===== src/rtl/not16_bist_ctrl.sv =====
// Built-in self-test sweep controller for a WIDTH-bit bitwise inverter unit.
// Optional macro BIST_STOP_ON_FAIL_EN ends the sweep at the first mismatch.
module not16_bist_ctrl #(
   parameter int unsigned     WIDTH = 16,
   parameter logic [WIDTH-1:0] FIRST = '0,
   parameter logic [WIDTH-1:0] LAST  = '1
) (
   input  logic             clk,
   input  logic             reset,
   input  logic             start,
   input  logic             abort,
   output logic [WIDTH-1:0] dut_in,
   input  logic [WIDTH-1:0] dut_out,
   output logic             busy,
   output logic             done,
   output logic             pass,
   output logic [15:0]      err_count,
   output logic             fail_valid,
   output logic [WIDTH-1:0] fail_pattern
);

   localparam int unsigned CW = 16;
   localparam logic [CW-1:0] CNT_MAX = '1;

   typedef enum logic [1:0] {
      S_IDLE = 2'd0,
      S_RUN  = 2'd1,
      S_DONE = 2'd2
   } state_t;

   state_t           state, state_nxt;
   logic [WIDTH-1:0] dut_in_nxt, fail_pattern_nxt;
   logic [CW-1:0]    err_count_nxt;
   logic             fail_valid_nxt, pass_nxt;
   logic             mismatch;

   assign mismatch = (dut_out != ~dut_in);

   // State register; outputs register the next-state view so they line up with state
   always_ff @(posedge clk) begin
      if (reset) begin
         state        <= S_IDLE;
         dut_in       <= '0;
         busy         <= 1'b0;
         done         <= 1'b0;
         pass         <= 1'b0;
         err_count    <= '0;
         fail_valid   <= 1'b0;
         fail_pattern <= '0;
      end else begin
         state        <= state_nxt;
         dut_in       <= dut_in_nxt;
         busy         <= (state_nxt == S_RUN);
         done         <= (state_nxt == S_DONE);
         pass         <= pass_nxt;
         err_count    <= err_count_nxt;
         fail_valid   <= fail_valid_nxt;
         fail_pattern <= fail_pattern_nxt;
      end
   end

   // Next-state logic
   always_comb begin
      state_nxt = state;
      case (state)
         S_IDLE: if (start) state_nxt = S_RUN;
         S_RUN: begin
            if (abort) begin
               state_nxt = S_IDLE;
`ifdef BIST_STOP_ON_FAIL_EN
            end else if (mismatch) begin
               state_nxt = S_DONE;
`endif
            end else if (dut_in == LAST) begin
               state_nxt = S_DONE;
            end
         end
         S_DONE: if (start) state_nxt = S_RUN;
         default: state_nxt = S_IDLE;
      endcase
   end

   // Datapath next values: sweep pattern, error accounting, verdict
   always_comb begin
      dut_in_nxt       = dut_in;
      err_count_nxt    = err_count;
      fail_valid_nxt   = fail_valid;
      fail_pattern_nxt = fail_pattern;
      pass_nxt         = pass;
      case (state)
         S_IDLE, S_DONE: begin
            if (start) begin
               dut_in_nxt       = FIRST;
               err_count_nxt    = '0;
               fail_valid_nxt   = 1'b0;
               fail_pattern_nxt = '0;
               pass_nxt         = 1'b0;
            end
         end
         S_RUN: begin
            // An aborted cycle's compare is discarded entirely
            if (!abort) begin
               if (mismatch) begin
                  if (err_count != CNT_MAX) err_count_nxt = err_count + CW'(1);
                  if (!fail_valid) begin
                     fail_valid_nxt   = 1'b1;
                     fail_pattern_nxt = dut_in;
                  end
               end
               if (state_nxt == S_DONE) begin
                  pass_nxt = (err_count_nxt == '0);
               end else begin
                  dut_in_nxt = dut_in + WIDTH'(1);
               end
            end
         end
         default: ;
      endcase
   end

endmodule


===== config.mk =====
export PLATFORM = sky130hd
export DESIGN_NAME = not16_bist_ctrl
export DESIGN_NICKNAME = d
export VERILOG_FILES = /design/src/rtl/not16_bist_ctrl.sv
export SDC_FILE = /design/constraint.sdc
export NUM_CORES = 1
export LEC_CHECK = 0
export BUFFER_PORTS_ARGS = -buffer_cell sky130_fd_sc_hd__buf_2
export CAP_MARGIN = 20
export CORE_MARGIN = 2
export CORE_UTILIZATION = 57
export CTS_CLUSTER_DIAMETER = 50
export DETAILED_ROUTE_END_ITERATION = 8
export GPL_TIMING_DRIVEN = 0
export MAX_ROUTING_LAYER = met4
export PLACE_DENSITY = 0.95
export SETUP_SLACK_MARGIN = 0.15
export SLEW_MARGIN = 40
export SYNTH_ARGS = -nofsm -noshare
export SYNTH_HDL_FRONTEND = slang
export SYNTH_SLANG_ARGS = --single-unit

===== constraint.sdc =====
create_clock -name clk -period 4.35 [get_ports clk]
set_input_delay 0.2175 -clock clk [delete_from_list [all_inputs] [get_ports clk]]
set_output_delay 0.2175 -clock clk [all_outputs]
set_load 0.005 [all_outputs]

# Yosys cells after proc, flatten, opt, wreduce, memory -nomap -nowiden
# Cells that the tools add are included.
# op_classes
addsub	2
n_eq_ne	13
muxes	25
bitwise	1
reduce_logical	9
# op_table
cell	count
2-to-1 mux 16 bit	11
one-hot mux 16 bit (2 select lines)	3
adder 16 x 1 -> 16 bit, second input constant	2
equality test 16 bit, second input constant	1
logical NOT 16 bit	1
inequality test 16 bit	1
inequality test 16 bit, second input constant	1
inverter 16 bit	1
AND reduction 4 bit	3
inequality test 2 bit, second input constant	5
2-to-1 mux 2 bit	3
2-to-1 mux 1 bit	5
AND reduction 5 bit	1
equality test 2 x 1 -> 1 bit, second input constant	2
equality test 2 bit, second input constant	2
one-hot mux 1 bit (2 select lines)	2
one-hot mux 2 bit (2 select lines)	1
AND reduction 3 bit	1
logical NOT 2 bit	1
inequality test 2 x 1 -> 1 bit, second input constant	1
nonzero test 2 bit	1
OR reduction 2 bit	1
# word_totals
register_bits	54
input_bits	20
word_cells	58

# Depth between registers and ports, before layout
# Gate-level depths: netlist of the first run.
# logic_depth
depth_word	9
depth_mapped	12

# Worst setup path before layout of the first run
# Ideal clock, no wire load.
# synth_path
kind	reg2reg
from	register err_count[0]
to	register pass
setup_time_ps	69
arrival_ps	2915
required_ps	4281
path_slack_ps	1366
path_stages_with_launch	13
period_less_slack_ps	2984
path_cell_list	dfxtp_1 > ha_1 > nand4_2 > or2_1 > buf_6 > or4_4 > buf_6 > and2_4 > buf_6 > o31ai_4 > nand4b_1 > or4_1 > o21ai_1
# synth_via
elab_chain_cells	9
word_cells_on_any_way	10
cone_classes	add/sub: 1; eq/ne: 1; mux: 7; reduce/logical: 1
# synth_rtl
item	line	source
from (decl)	17	output logic [15:0] err_count,
from (signal assigned)	56	err_count <= err_count_nxt;
adder 16 x 1 -> 16 bit or inequality test 16 bit (tied branches)	104	if (err_count != CNT_MAX) err_count_nxt = err_count + CW'(1);
2-to-1 mux 16 bit	104	
2-to-1 mux 16 bit (*)	103	if (mismatch) begin
2-to-1 mux 16 bit (*)	102	if (!abort) begin
2-to-1 mux 16 bit (*)	90	case (state)
logical NOT 16 bit (*)	111	pass_nxt = (err_count_nxt == '0);
2-to-1 mux 1 bit (*)	110	if (state_nxt == S_DONE) begin
2-to-1 mux 1 bit (*)	102	
one-hot mux 1 bit (2 select lines) (*)	90	
to (signal assigned)	55	pass <= pass_nxt;
to (decl)	16	output logic pass,
# Every way passes the cells marked *; elsewhere a longest branch is shown, timed or not. The select of a mux whose other input is x is not followed.
# A chain may end at the register's enable or synchronous reset.

# Worst setup path after layout of the first run
# Same ends and word-level chain as after synthesis.

==> flow_summary.json, run 1 <==
{
  "syn_to_final_growth_pct": 19.4,
  "final_common_cell": "buf_2",
  "leakage_nw": 1.39,
  "busiest_layer": "met2",
  "met2_usage_pct": 44.6,
  "ir_worst_vdd_mv": 0.165,
  "async_flop_share_pct": 0,
  "nets": 443,
  "crit_type": "reg2reg",
  "postSynthCellCount": 344,
  "grt_start_max_net_pins": 18,
  "setup_viol": 0,
  "cp.arrival_ns": 3.54,
  "yosysSeqAreaShare_pct": 38.6,
  "seq_power_share_pct": 57.8,
  "io_buffers": 70,
  "dieArea_mm2": 0.00549,
  "fin_tns_setup_ns": 0,
  "grt_pass1_vias": 2634,
  "use_met3_pct": 5.69,
  "instances_no_fill": 489,
  "crit_slowest_cell": "dfxtp_1",
  "insertion_delay_ns": 0.31,
  "post-route-min-period_ns": 3.29,
  "dp_cells": 481,
  "postRouteAntennaNets": 0,
  "cts.sinks": 54,
  "power.share.clock_pct": 34.4,
  "diodes": 0,
  "status": "completed",
  "syn-num-nets": 366,
  "switching_share_pct": 25.1,
  "drt_iter0_drc": 276,
  "cts_hold_buffers": 0,
  "relSlewSlack_pct": 59.8,
  "layout-drive-gt1-share_pct": 22.5,
  "min_path_type": "in2reg",
  "dp_hpwl_um": 5450,
  "drt_pass1_iterations": 5,
  "fin_worst_skew_ns": 0.0115,
  "cts_tree": "built",
  "maxCapViolations": 0,
  "rr_worst_depth": 12,
  "cts_root_buffer": "clkbuf_8",
  "core-area_mm2": 0.00472,
  "synth_ff_type": "dfxtp_1",
  "power_switching_uw": 218,
  "num_io_pins": 72,
  "syn_area_mm2": 0.00280,
  "grt_pass1_wl_um": 12100,
  "synth_cell_types": 45,
  "path_max_fanout": 8,
  "worst_pin_slew_ns": 0.599,
  "cts.repair.resized": 0,
  "layout_common_cells": "buf_2, nor2_1, dfxtp_1, xor2_1, nand2_1",
  "cpPeakStageDelay_ns": 0.53,
  "vias": 2926,
  "die_h_um": 74.1,
  "place.gp.congestion": 0.901,
  "clk_pin_slew_ns": 0.10,
  "wirelength_um": 7590,
  "powerDensity_mw_per_mm2": 260,
  "slew_viol_final": 0,
  "required_ns": 4.60,
  "holdPathStages": 2,
  "cpMostUsedCell": "buf_6",
  "fmax_ghz": 0.304,
  "crit_chain": "ha_1 > nand4_2 > or2_1 > buf_6 > or4_4 > buf_6 > and2_4 > buf_6 > o31ai_4 > nand4b_1 > or4_1 > o21ai_1",
  "synth_edf_count": 0,
  "post-route-period-util_pct": 75.5,
  "ys_ff_latch": 54,
  "vias_per_cell": 5.98,
  "start_util_pct": 59.3,
  "rows": 25,
  "drc": 0,
  "cts_htree_levels": 2,
  "post_drt_wl_per_cell_um": 15.5,
  "track_usage_pct": 29.1,
  "cts_setup_buffers": 0,
  "syn_avg_cell_area_um2": 8.14,
  "antenna_found_initial": 0,
  "combinationalPowerShare_pct": 7.8,
  "gr-usage-met1_pct": 37.0,
  "cts-buffers-inserted": 5,
  "crit_path_end_kind": "register",
  "cts_buffer_depth": 2,
  "die_w_um": 74.1,
  "crit_path_start_kind": "register",
  "grt_overflow": 0,
  "internal_power_uw": 650,
  "hold_violations": 0,
  "rsz0062_at_grt": "false",
  "yosys_warnings": 0
}
==> power groups by stage <==
stage | Combinational, mW | Sequential (mW) | Clock (mW)
finish | 0.0677 | 0.501 | 0.299
global route | 0.0734 | 0.502 | 0.317
CTS | 0.0657 | 0.501 | 0.299
detailed placement | 0.0649 | 0.512 | 0
global placement | 0.0627 | 0.512 | 0
floorplan | 0.0384 | 0.512 | 0
==> final cells by class <==
type | count | area [µm²]
inverters | 7 | 26.3
repair buffers | 70 | 350
flip-flops and latches | 54 | 1080
multi-input cells | 259 | 1590
plain buffers | 24 | 118
well taps | 67 | 83.8
fillers | 356 | 1380
clock buffers | 6 | 82.6
clock inverters | 2 | 16.3
==> final timing paths <==
| kind | startpoint | end | slack, ns |
|---|---|---|---|
| hold / removal | reset | dut_in[1] | 0.22 |
| setup / recovery | err_count[0] | pass | 1.06 |
| setup reg to reg | err_count[0] | pass | 1.06 |
| hold reg to reg | pass | pass | 0.48 |
==> registers in the layout (all words and copies together) (netlist names) <==
signal	count
pass	1
busy	1
err_count	16
done	1
fail_valid	1
fail_pattern	16
dut_in	16
state	2
==> logic make-up (layout without fill, tap and decap cells) <==
group	after synthesis	after routing	share of synthesized area [%]
compound gates	64	64	15.6
xor+xnor	32	32	10.0
fa+ha+maj	2	2	0.894
buf+inv	31	109	5.14
flops	54	54	38.6
mux	5	5	1.79
simple gates	156	156	27.9
==> critical path: cells and delay by family (launching register included) <==
kind / cells / cell delay [ns]
AO/OA/AOI/OAI: 2 / 0.30
flip-flops: 1 / 0.53
AND/OR/NAND/NOR: 6 / 1.64
adder cells (fa/ha/maj): 1 / 0.35
buffers and inverters: 3 / 0.41
==> cell usage after synthesis, types with 4 or more instances <==
cell	count	area [µm²]
dfxtp_1	54	1080
and3_1	4	25.0
inv_1	7	26.3
a21oi_1	13	65.1
xnor2_1	12	105
clkbuf_1	16	60.1
or3_1	10	62.6
nand4_1	8	50.1
nand2b_1	5	31.3
nor3_1	9	45.0
nor4_1	4	25.0
a311oi_1	5	43.8
nand2_1	20	75.1
buf_2	4	20.0
a22oi_1	19	143
o21ai_0	12	60.1
mux2i_1	5	50.1
xor2_1	20	175
nand3_1	16	80.1
nor2_1	62	233
==> per-layer routing <==
layer | part of all wire, % | up-vias
met3 | 8.3 | 28
li1 | - | 1361
met1 | 41 | 1370
met2 | 48 | 167
met4 | 3.3 | 0
met5 | 0 | -
==> stage by stage <==
stage | setup slack, ns | power [mW] | util [%] | instance area (µm²) | hold slack (ns)
finish | 1.06 | 0.868 | 70.8 | 3340 | 0.218
CTS | 1.09 | 0.866 | 70.5 | 3330 | 0.214
global route | 0.955 | 0.892 | 70.8 | 3340 | 0.236
global placement | 1.22 | 0.575 | 68.5 | 3230 | 0.452
detailed placement | 1.16 | 0.577 | 68.5 | 3230 | 0.477
floorplan | 1.37 | 0.550 | - | 2800 | 0.421
Power figures use the tool's default switching activity.
==> run 2, diff against run 1 <==
Settings changed: ABC_AREA set to 1, CORE_UTILIZATION 57 to 49, PLACE_DENSITY 0.95 to 0.87.
Clock period 4.35 ns to 2.65 ns, I/O delays scaled along.
==> flow_summary.json, run 2 <==
{
  "relSlewSlack_pct": 67.2,
  "fin_tns_setup_ns": 0,
  "worst_pin_slew_ns": 0.492,
  "die_w_um": 84.8,
  "vias": 3614,
  "clk_pin_slew_ns": 0.10,
  "setup_viol": 0,
  "drc": 0,
  "ys_ff_latch": 54,
  "antenna_found_initial": 0,
  "grt_pass1_wl_um": 14500,
  "yosys_warnings": 0,
  "worstHoldStart": "abort",
  "cts.sinks": 54,
  "drt_pass1_iterations": 5,
  "min_path_type": "in2reg",
  "place.gp.congestion": 0.896,
  "n_fill_cell": 623,
  "post-route-min-period_ns": 2.29,
  "maxCapViolations": 0,
  "final_common_cell": "nand2_1",
  "fin_hold_ws_ns": 0.167,
  "slew_viol_final": 0,
  "cts_tree": "built",
  "yosysSeqAreaShare_pct": 33.8,
  "dp_cells": 676,
  "synth_ff_type": "dfxtp_1",
  "core-area_mm2": 0.00635,
  "path_max_fanout": 10,
  "cts_root_buffer": "clkbuf_8",
  "utilization_pct": 59.0,
  "dieArea_mm2": 0.00719,
  "dp_hpwl_um": 6630,
  "powerDensity_mw_per_mm2": 384,
  "syn-num-nets": 551,
  "synth_cell_types": 31,
  "grt_pass1_vias": 3293,
  "synth_top_area_cell": "dfxtp_1",
  "postRouteAntennaNets": 0,
  "cts-buffers-inserted": 5,
  "r2r-start": "err_count[0]",
  "fin_worst_skew_ns": 0.00705,
  "grt_overflow": 0,
  "post_drt_wl_per_cell_um": 12.5,
  "holdPathStages": 4,
  "p_total_mw": 1.44,
  "start_util_pct": 50.4,
  "rr_worst_depth": 15,
  "syn_avg_cell_area_um2": 6.05,
  "async_flop_share_pct": 0,
  "crit_type": "reg2reg",
  "cts_buffer_depth": 2,
  "track_usage_pct": 25.0,
  "wirelength_um": 8520,
  "timing.rr.end": "pass",
  "drt_iter0_drc": 176,
  "finish.instance_area_mm2": 0.00374,
  "nets": 628,
  "post-route-period-util_pct": 86.2,
  "hold_violations": 0,
  "required_ns": 2.83,
  "netlist.area_leader.share_pct": 33.8,
  "r2r_slack_ns": 0.36,
  "cts_setup_buffers": 0,
  "synth_common_cells": "nand2_1, nand3_1, dfxtp_1",
  "grt_start_max_net_pins": 17,
  "status": "completed",
  "fmax_ghz": 0.438,
  "layout_common_cells": "nand2_1, buf_2, nand3_1, dfxtp_1, a21oi_1",
  "reg.largest.list": "dut_in: 16 flops, err_count: 16 flops, fail_pattern: 16 flops",
  "rows": 29,
  "cts_htree_levels": 2,
  "placed_cell_area_mm2": 0.00365,
  "postSynthCellCount": 529,
  "syn_to_final_growth_pct": 17.0,
  "vias_per_cell": 5.28,
  "leakage_nw": 1.73,
  "synth.most_common_cell": "nand2_1",
  "crit_path_start_kind": "register",
  "num_io_pins": 72,
  "synthTopCellsByArea": "dfxtp_1, nand2_1, nand3_1",
  "place_ws_ns": 0.284,
  "layout-drive-gt1-share_pct": 21.6,
  "hold_path_end": "err_count[0]",
  "ir_worst_vdd_mv": 0.249,
  "die_h_um": 84.8,
  "insertion_delay_ns": 0.31,
  "synth_edf_count": 0,
  "rsz0062_at_grt": "false",
  "cp.arrival_ns": 2.47,
  "instances_no_fill": 684,
  "setup_ws_ns": 0.365,
  "crit_path_end_kind": "register",
  "diodes": 0,
  "io_buffers": 70,
  "syn_area_mm2": 0.00320
}
-- run 2: changes by cell type in the layout (fill, tap and decap cells not counted), moves of 19 or more --
cell / previous run / this run
a22oi_1: 19 / 0
a21oi_1: 13 / 45
nand2_1: 20 / 197
inv_1: 7 / 28
inv_2: 0 / 24
nand3_1: 16 / 60
xor2_1: 20 / 0
-- run 2: cell type report --
| cell class | count | area, µm² | share of cell area, % |
|---|---|---|---|
| Timing Repair Buffer | 70 | 350 | 9.36 |
| Sequential cell | 54 | 1080 | 28.9 |
| Buffer | 18 | 90.1 | 2.41 |
| Multi-Input combinational cell | 404 | 1830 | 48.9 |
| Inverter | 53 | 199 | 5.31 |
| Tap cell | 77 | 96.3 | 2.57 |
| Clock buffer | 6 | 82.6 | 2.21 |
| Clock inverter | 2 | 12.5 | 0.334 |
-- run 2: worst max-delay path, cell delays in order (launching register included) --
cell and delay, ns:
dfxtp_2 0.44, ha_1 0.25, nand3_1 0.20, inv_2 0.11
nand2_1 0.09, nor2_2 0.22, inv_2 0.11, buf_2 0.20
nand3_1 0.11, nand2_1 0.06, nand2_1 0.08, inv_1 0.04
nand2_1 0.06, nor2_1 0.05, nand3_1 0.07, a21oi_1 0.06
-- run 2: report_power, final --
group	internal, mW	switching [mW]
clock network	0.211	0.271
registers	0.816	0.00672
logic	0.0423	0.0932
-- run 2: routing by layer --
layer	vias to the layer above	global-route usage [%]	routed length (µm)
met5	-	-	0
met4	0	9.24	170
met3	17	4.09	680
met2	156	41.4	4030
met1	1590	30.8	3640
li1	1851	-	-
-- run 2: how the worst max path moves through the flow --
stage	start	to	slack (ns)
floorplan	err_count[0]	pass	0.73
global placement	err_count[0]	pass	0.41
detailed placement	err_count[0]	pass	0.28
CTS	err_count[0]	pass	0.27
global route	err_count[0]	pass	0.16
finish	err_count[0]	pass	0.36
-- run 2: kinds of logic after synthesis --
group,count (synthesis),share of synthesized area (%)
simple gates,331,44.3
fa+ha+maj,2,0.782
xor+xnor,4,1.09
buf+inv,71,9.03
flops,54,33.8
compound gates,67,11.1
-- run 2: timing repair --
action                                  CTS  global route
hold buffers                              0             0
endpoints found under the setup margin    0             1
resized for setup                         0             2
==> run 3, diff against run 2 <==
Settings changed: CAP_MARGIN 20 to 40, MAX_ROUTING_LAYER met4 to unset.
==> flow_summary.json, run 3 (synthesis results as in run 2) <==
{
  "worstHoldStart": "start",
  "grt_pass1_vias": 3212,
  "status": "completed",
  "clk_pin_slew_ns": 0.09,
  "grt_pass1_wl_um": 14200,
  "seqCellArea_mm2": 0.00108,
  "setup_ws_ns": 0.444,
  "postRouteAntennaNets": 0,
  "fin_hold_ws_ns": 0.186,
  "nets": 628,
  "p_total_mw": 1.41,
  "cts_root_buffer": "clkbuf_8",
  "diodes": 0,
  "layout_common_cells": "nand2_1, buf_2, nand3_1, dfxtp_1, a21oi_1",
  "drt_iter0_drc": 190,
  "post-route-min-period_ns": 2.21,
  "required_ns": 2.83,
  "layout-drive-gt1-share_pct": 21.5,
  "core-area_mm2": 0.00635,
  "vias_per_cell": 5.34,
  "drc": 0,
  "finish.instance_area_mm2": 0.00374,
  "slew_viol_final": 0,
  "crit_type": "reg2reg",
  "rr_worst_depth": 15,
  "die_w_um": 84.8,
  "insertion_delay_ns": 0.30,
  "powerDensity_mw_per_mm2": 378,
  "start_util_pct": 50.4,
  "leakage_nw": 1.72,
  "vias": 3639,
  "cts.sinks": 54,
  "rows": 29,
  "cts_tree": "built",
  "ir_worst_vdd_mv": 0.212,
  "cts_buffer_depth": 2,
  "r2r_slack_ns": 0.44,
  "maxCapViolations": 0,
  "dp_cells": 676,
  "relSlewSlack_pct": 65.3,
  "n_fill_cell": 626,
  "reg.largest.list": "dut_in: 16 flops, err_count: 16 flops, fail_pattern: 16 flops",
  "fmax_ghz": 0.453,
  "die_h_um": 84.8,
  "setup_viol": 0,
  "crit_path_start_kind": "register",
  "antenna_found_initial": 0,
  "io_buffers": 70,
  "grt_start_max_net_pins": 15,
  "place.gp.congestion": 0.899,
  "min_path_type": "in2reg",
  "place_ws_ns": 0.299,
  "hold_path_end": "done",
  "path_max_fanout": 10,
  "crit_slowest_cell": "dfxtp_2",
  "crit_path_end_kind": "register",
  "fin_tns_setup_ns": 0,
  "cts_setup_buffers": 0,
  "placed_cell_area_mm2": 0.00365,
  "fin_worst_skew_ns": 0.00265,
  "cpPeakStageDelay_ns": 0.43,
  "post-route-period-util_pct": 83.3,
  "final_common_cell": "nand2_1",
  "cp.arrival_ns": 2.38,
  "drt_pass1_iterations": 7,
  "hold_violations": 0,
  "holdPathStages": 4,
  "syn_to_final_growth_pct": 16.8,
  "num_io_pins": 72,
  "instances_no_fill": 682,
  "worst_pin_slew_ns": 0.520,
  "cpMostUsedCell": "nand2_1",
  "multi_input_area_mm2": 0.00184,
  "timing.rr.end": "pass",
  "rsz0062_at_grt": "false",
  "track_usage_pct": 23.8,
  "dp_hpwl_um": 6650,
  "utilization_pct": 58.9,
  "r2r-start": "err_count[0]",
  "wirelength_um": 8620,
  "dieArea_mm2": 0.00719,
  "post_drt_wl_per_cell_um": 12.6,
  "grt_overflow": 0,
  "cts_htree_levels": 2,
  "crit_chain": "ha_1 > nand3_2 > inv_2 > nand2_1 > nor2_2 > inv_2 > buf_2 > nand3_1 > nand2_1 > nand2_1 > inv_1 > nand2_1 > nor2_1 > nand3_1 > a21oi_1",
  "cts-buffers-inserted": 5
}
## run 3: cell types whose count changed in the layout (fill, tap and decap cells not counted)
cell,previous run,this run
clkinv_2,1,0
clkinvlp_4,1,0
nand3_1,60,59
nand3_2,0,1
## run 3: what timing repair did
action | in CTS | in global routing
resized for setup | 0 | 3
setup endpoints to repair | 0 | 1
hold buffers | 0 | 0
## run 3: layout make-up
type                    count  share of cell area [%]
flip-flops and latches     54                    29.0
inverters                  53                    5.32
repair buffers             70                    9.37
multi-input cells         404                    49.1
clock buffers               6                    2.21
well taps                  77                    2.58
plain buffers              18                    2.41
## run 3: how the worst max path moves through the flow
| stage | to | cells after the start | start |
|---|---|---|---|
| 2_1_floorplan | pass | 15 | err_count[0] |
| 3_3_place_gp | pass | 15 | err_count[0] |
| 3_5_place_dp | pass | 15 | err_count[0] |
| 4_1_cts | pass | 15 | err_count[0] |
| 5_1_grt | pass | 15 | err_count[0] |
| 6_report | pass | 15 | err_count[0] |
## run 3: worst max-delay path: cells and delay by family (launching register included)
| family | cells | cell delay [ns] |
|---|---|---|
| AND/OR/NAND/NOR | 9 | 0.90 |
| buffers and inverters | 4 | 0.44 |
| flip-flops | 1 | 0.43 |
| adder cells (fa/ha/maj) | 1 | 0.26 |
| AO/OA/AOI/OAI | 1 | 0.06 |
## run 3: power by group
part | internal, mW | total [mW] | switching, mW
Combinational | 0.0423 | 0.135 | 0.0929
Clock | 0.202 | 0.454 | 0.252
Sequential | 0.816 | 0.823 | 0.00692
Total | 1.06 | 1.41 | 0.352
## run 3: layer usage
metal  wire length [µm]  up-vias  track usage, %
li1                   -     1845               -
met4                131        0            6.64
met3                589       17            3.89
met2               4270      168            41.8
met5                  0        -               0
met1               3630     1609            30.1
